===== src/rtl/song_reader.sv =====
// song_reader: walks a registered-output song ROM one note at a time. Each note is handed to
// the note player with a one-cycle new_note pulse. The next note is fetched only after the
// player returns note_done.
//
// Ports:
//   clk, reset           system clock, synchronous active-high reset
//   play                 level: 1 = run, 0 = pause (takes effect between notes)
//   song                 song select, sampled only while idle
//   rom_addr / rom_dout  ROM address {song, index}; data arrives one cycle later
//   note, duration       current note code and duration, held while the note plays
//   new_note             one-cycle pulse: note/duration are valid
//   note_done            pulse from the note player: current note finished
//   song_done            one-cycle pulse at end of song (end marker or last index)
//   busy                 high whenever the sequencer is not idle
module song_reader #(
  parameter int unsigned SONG_BITS = 2,
  parameter int unsigned NOTE_BITS = 5
) (
  input  logic                           clk,
  input  logic                           reset,
  input  logic                           play,
  input  logic [SONG_BITS-1:0]           song,
  output logic [SONG_BITS+NOTE_BITS-1:0] rom_addr,
  input  logic [15:0]                    rom_dout,
  output logic [5:0]                     note,
  output logic [5:0]                     duration,
  output logic                           new_note,
  input  logic                           note_done,
  output logic                           song_done,
  output logic                           busy
);

  typedef enum logic [1:0] {StIdle, StFetch, StDecode, StWait} state_e;

  localparam logic [NOTE_BITS-1:0] LastIdx = '1;

  state_e               state_q, state_d;
  logic [SONG_BITS-1:0] song_q, song_d;
  logic [NOTE_BITS-1:0] idx_q, idx_d;
  logic [5:0]           note_q, note_d;
  logic [5:0]           duration_q, duration_d;
  logic                 new_note_q, new_note_d;
  logic                 song_done_q, song_done_d;
  logic                 busy_q, busy_d;

  logic [5:0] rom_note;
  logic [5:0] rom_dur;
  logic       unused_rom_bits;

  assign rom_note        = rom_dout[14:9];
  assign rom_dur         = rom_dout[8:3];
  assign unused_rom_bits = ^{rom_dout[15], rom_dout[2:0]};

  always_comb begin
    state_d     = state_q;
    song_d      = song_q;
    idx_d       = idx_q;
    note_d      = note_q;
    duration_d  = duration_q;
    new_note_d  = 1'b0;
    song_done_d = 1'b0;

    unique case (state_q)
      StIdle: begin
        // A song change restarts at index 0 and costs one idle cycle before play is honoured.
        if (song != song_q) begin
          song_d = song;
          idx_d  = '0;
        end else if (play) begin
          state_d = StFetch;
        end
      end
      StFetch: begin
        // The ROM captures rom_addr on this edge; its data is valid in StDecode.
        state_d = StDecode;
      end
      StDecode: begin
        if (rom_dur == 6'd0) begin
          song_done_d = 1'b1;
          idx_d       = '0;
          state_d     = StIdle;
        end else begin
          note_d     = rom_note;
          duration_d = rom_dur;
          new_note_d = 1'b1;
          state_d    = StWait;
        end
      end
      StWait: begin
        // play=0 here only stops the sequencer after the current note completes.
        if (note_done) begin
          if (idx_q == LastIdx) begin
            song_done_d = 1'b1;
            idx_d       = '0;
            state_d     = StIdle;
          end else begin
            idx_d   = idx_q + 1'b1;
            state_d = play ? StFetch : StIdle;
          end
        end
      end
      default: state_d = StIdle;
    endcase

    busy_d = (state_d != StIdle);
  end

  always_ff @(posedge clk) begin
    if (reset) begin
      state_q     <= StIdle;
      song_q      <= '0;
      idx_q       <= '0;
      note_q      <= '0;
      duration_q  <= '0;
      new_note_q  <= 1'b0;
      song_done_q <= 1'b0;
      busy_q      <= 1'b0;
    end else begin
      state_q     <= state_d;
      song_q      <= song_d;
      idx_q       <= idx_d;
      note_q      <= note_d;
      duration_q  <= duration_d;
      new_note_q  <= new_note_d;
      song_done_q <= song_done_d;
      busy_q      <= busy_d;
    end
  end

  assign rom_addr  = {song_q, idx_q};
  assign note      = note_q;
  assign duration  = duration_q;
  assign new_note  = new_note_q;
  assign song_done = song_done_q;
  assign busy      = busy_q;

endmodule


===== config.mk =====
export PLATFORM = sky130hd
export DESIGN_NAME = song_reader
export DESIGN_NICKNAME = d
export VERILOG_FILES = /design/src/rtl/song_reader.sv
export SDC_FILE = /design/constraint.sdc
export NUM_CORES = 1
export LEC_CHECK = 0
export BUFFER_PORTS_ARGS = -buffer_cell sky130_fd_sc_hd__buf_2
export CORE_UTILIZATION = 45
export DETAILED_ROUTE_END_ITERATION = 6
export MAX_ROUTING_LAYER = met4
export PLACE_DENSITY = 0.85
export SLEW_MARGIN = 20
export SYNTH_ARGS = -nofsm -noshare
export SYNTH_HDL_FRONTEND = slang
export SYNTH_SLANG_ARGS = --single-unit

===== constraint.sdc =====
create_clock -name clk -period 3.35 [get_ports clk]
set_input_delay 0.335 -clock clk [delete_from_list [all_inputs] [get_ports clk]]
set_output_delay 0.335 -clock clk [all_outputs]
set_load 0.005 [all_outputs]

Word level (Yosys, flattened, before mapping)
Index checks and enable logic that the tools add are counted.
{"block": "op_classes", "eq_ne": 8, "add_sub_neg": 1, "reduce_logical": 8, "n_mux": 17, "bitwise": 2}
{"cell": "$mux 5", "n": 4}
{"cell": "$pmux 5 s3", "n": 1}
{"cell": "$mux 2", "n": 4}
{"cell": "$pmux 2 s4", "n": 1}
{"cell": "$logic_not 6->1", "n": 1}
{"cell": "$mux 1", "n": 6}
{"cell": "$ne 2x2->1 const B", "n": 3}
{"cell": "$add 5x1->5 const B", "n": 1}
{"cell": "$eq 5x5->1 const B", "n": 1}
{"cell": "$eq 2x2->1 const B", "n": 2}
{"cell": "$reduce_and 2->1", "n": 2}
{"cell": "$reduce_and 4->1", "n": 1}
{"cell": "$reduce_bool 3->1", "n": 1}
{"cell": "$eq 2x1->1 const B", "n": 1}
{"cell": "$logic_not 2->1", "n": 1}
{"cell": "$ne 2x2->1", "n": 1}
{"cell": "$not 1->1", "n": 2}
{"cell": "$pmux 1 s2", "n": 1}
{"cell": "$reduce_bool 2->1", "n": 1}
{"cell": "$reduce_or 2->1", "n": 1}
{"block": "totals", "input_bits": 22, "register_bits": 24, "elab_cells": 44}

Depth between registers and ports, before layout
{"block": "logic_depth", "ltp_word": 5, "ltp_mapped": 7}

Worst setup path before layout
Ideal clock, no wire load.
{"block": "synth_timing", "path_type": "register to register", "startpoint": "reg state_q[0]", "endpoint": "reg idx_q[0]", "path_slack_ns": 1.354, "setup_ns": 0.070, "arrival_time_ns": 1.925, "required_ns": 3.280, "period_less_slack_ns": 1.996, "stages_incl_launch_ff": 8, "cell_sequence": "dfxtp_1 > inv_1 > ha_1 > buf_2 > or3b_1 > o22a_4 > or4_1 > a21oi_1"}
{"block": "synth_via", "elab_chain_cells": 3, "word_cells_on_any_way": 9, "cone_classes": "eq/ne (5); mux (1); reduce/logical (3)"}
{"item": "start: declaration", "line": "37", "source": "state_e state_q, state_d;"}
{"item": "start signal: assignment", "line": "110", "source": "state_q <= StIdle;"}
{"item": "start signal: assignment", "line": "119", "source": "state_q <= state_d;"}
{"item": "$eq 2x2->1 / $logic_not 2->1 (equally long branches)", "line": "63", "source": "unique case (state_q)"}
{"item": "$ne 2x2->1 (no line) / $reduce_bool 3->1 (equally long branches)"}
{"item": "$reduce_and 4->1 (no line)"}
{"item": "end signal: assignment", "line": "121", "source": "idx_q <= idx_d;"}
{"item": "end: declaration", "line": "39", "source": "logic [NOTE_BITS-1:0] idx_q, idx_d;"}
Parallel ways exist; a longest one is shown, timed or not.
A chain may end at the register's enable or synchronous reset.

Final worst setup path
Same ends and word-level chain as after synthesis.

==> results.json <==
{
  "status": "complete, no violations",
  "dp_hpwl_um": 1902,
  "grt_start_max_net_pins": 24,
  "synth_ff_type": "dfxtp_1",
  "cts_buffers": 3,
  "start_kind": "register",
  "fin_nets": 184,
  "cts_tree": "yes",
  "clkTransAtPathRegs_ps": 120,
  "grt_first_pass_wirelength_um": 4140,
  "insertion_delay_ps": 310,
  "powerDensity_nw_per_um2": 651.5,
  "syn-num-nets": 144,
  "antenna_found_initial": 0,
  "cts_root_buffer": "clkbuf_4",
  "path_cells": "inv_1, ha_1, or3b_1, o22a_4, or4_1, a21oi_1",
  "synth-edff-count": 0,
  "crit_buf_inv": 1,
  "initial_core_util": 0.4839,
  "coreArea_sq_um": 2255,
  "ys_top_cells_by_area": "dfxtp_1, mux2i_1, ha_1, nor2_1, a21oi_1",
  "drv_cap": 0,
  "grt_use_met1": 0.2345,
  "fmax_mhz": 439.5,
  "post-place-ws_ps": 1050,
  "grt_overflow": 0,
  "ctsHoldBuffers": 0,
  "post_cts_buffers": 0,
  "period_minus_slack_ps": 2275,
  "cts_sinks": 24,
  "ys_seq_elements": 24,
  "grt_use_total": 0.2187,
  "peakVddDrop_mv": 0.3431,
  "rr_worst_depth": 6,
  "synth_top_area_cell": "dfxtp_1",
  "grt_pass1_vias": 958,
  "netlist_instances": 116,
  "arrival_ps": 2530,
  "gr-usage-met3": 0.03274,
  "leakagePower_nw": 0.6568,
  "netlist_area_sq_um": 1091,
  "grt_use_met2": 0.3860,
  "cts_buffer_depth": 2,
  "setup_tns_ps": 0,
  "drt_pass1_iterations": 4,
  "rows": 17,
  "min_path_type": "input pin to register",
  "routed-via-count": 1006,
  "place_congestion": 0.8238,
  "antenna_left": 0,
  "grt-busiest-layer": "met2",
  "wl_per_cell_um": 13.31,
  "cts_max_level": 1,
  "cp_max_fo": 10,
  "slowest_delay_ps": 470,
  "synth-warning-count": 0,
  "fin_util": 0.5871,
  "hold_start": "rom_dout[13]",
  "crit_required_ps": 3600,
  "dieArea_sq_um": 2626,
  "syn_avg_cell_area_sq_um": 9.406,
  "rsz0062_at_grt": "no",
  "tightestPinTransition_ps": 733.2,
  "synthToLayoutAreaGrowth_pct": 21.33,
  "drt_wl_total_um": 2422,
  "r2r_start": "state_q[0]",
  "ys_seq_area_frac": 0.4404,
  "drive_gt1_frac": 0.3117,
  "synth_common_cells": "dfxtp_1, nor2_1, a21oi_1",
  "slew_headroom": 0.5112,
  "ctsResizeCount": 0,
  "setup_viol": 0,
  "synth_most_common_cell": "dfxtp_1",
  "drt_iter0_drc": 31,
  "crit_path_start": "state_q[0]",
  "min_path_cells": 3,
  "skew_ps": 1.241,
  "drc": 0,
  "slew_viol_final": 0,
  "layout_worst_path_cycle_share": 0.6792,
  "hold_viol_final": 0,
  "ys_types": 31,
  "crit_slowest_cell": "or4_1",
  "ys_async_sr_fraction": 0,
  "antenna_cells": 0,
  "finalWorstSetupSlack_ps": 1075,
  "cp.depth": 6,
  "path_delay_family": "simple AND/OR/NAND/NOR gates",
  "viasPerCell": 5.527,
  "critPathCaptureType": "register",
  "floorplan.die.width_um": 51.24,
  "io_pins": 44,
  "final_cells": 182,
  "io_buffers": 39,
  "dp_cells": 179,
  "die_h_um": 51.24,
  "synth_top_area_share": 0.4404,
  "crit_type": "register to register"
}
layout by cell type (no fill, tap or decap), types with 3 or more instances in the layout:
master    synthesis  final
o21ai_0           4      4
inv_1             4      4
a21oi_1          10     10
nor2_1           15     15
nand2_1           8      8
nand4_1           4      4
a311oi_1          3      3
mux2i_1           8      8
dfxtp_1          24     24
ha_1              6      6
buf_2             1     39
nor2b_1           4      4
clkbuf_4          0      3
report_power, final:
part	switching (W)	total (W)	internal, W	leakage, nW
sequential	0.0000347	0.000370	0.000335	0.195
clock	0.0000813	0.000123	0.0000421	0.0138
combinational	0.000203	0.000369	0.000166	0.448
total	0.000319	0.000862	0.000543	0.657
flip-flops by register name, summed over array words and instances, names as in the netlist:
signal     count
state_q        2
note           6
song_q         2
duration       6
busy           1
new_note       1
song_done      1
idx_q          5
tightest hold or removal path, delay by kind of cell:
family	cells	cell delay (ps)
multiplexers	1	50
buffers and inverters	1	70
AND/OR/NAND/NOR	1	70
path summary, 6_finish.rpt:
path                 end  slack (ps)
min reg2reg  duration[3]         460
max             idx_q[0]        1070
max reg2reg     idx_q[0]        1070
min              note[4]         250
area by class of cell:
class	instances	area [sq um]
inverters	4	15.01
flip-flops and latches	24	480.5
well taps	28	35.03
multi-input cells	84	575.6
repair buffers	39	195.2
fillers	206	930.9
clock buffers	3	22.52
through the flow:
step	instance area, sq um	total power (W)	hold slack [ps]
2_1_floorplan	1091	0.0006370	404.1
3_3_place_gp	1301	0.0007173	444.4
3_5_place_dp	1301	0.0007428	450.3
4_1_cts	1324	0.0008659	241.8
5_1_grt	1324	0.0009277	244.7
6_report	1324	0.0008624	251.4
metal layers:
metal / up-vias / part of all wire / routed length, um
li1: 494 / - / -
met1: 475 / 0.41 / 988
met2: 33 / 0.53 / 1295
met3: 4 / 0.042 / 102
met4: 0 / 0.015 / 36
met5: - / 0 / 0
kinds of logic (layout without fill, tap and decap cells):
| group | count (synthesis) | count (layout) | share of synthesized area |
|---|---|---|---|
| flops | 24 | 24 | 0.4404 |
| xor+xnor | 2 | 2 | 0.01606 |
| mux | 8 | 8 | 0.07340 |
| simple gates | 41 | 41 | 0.1904 |
| compound gates | 27 | 27 | 0.1789 |
| buf+inv | 8 | 46 | 0.03211 |
| fa+ha+maj | 6 | 6 | 0.06881 |
(Power assumes the default switching activity.)
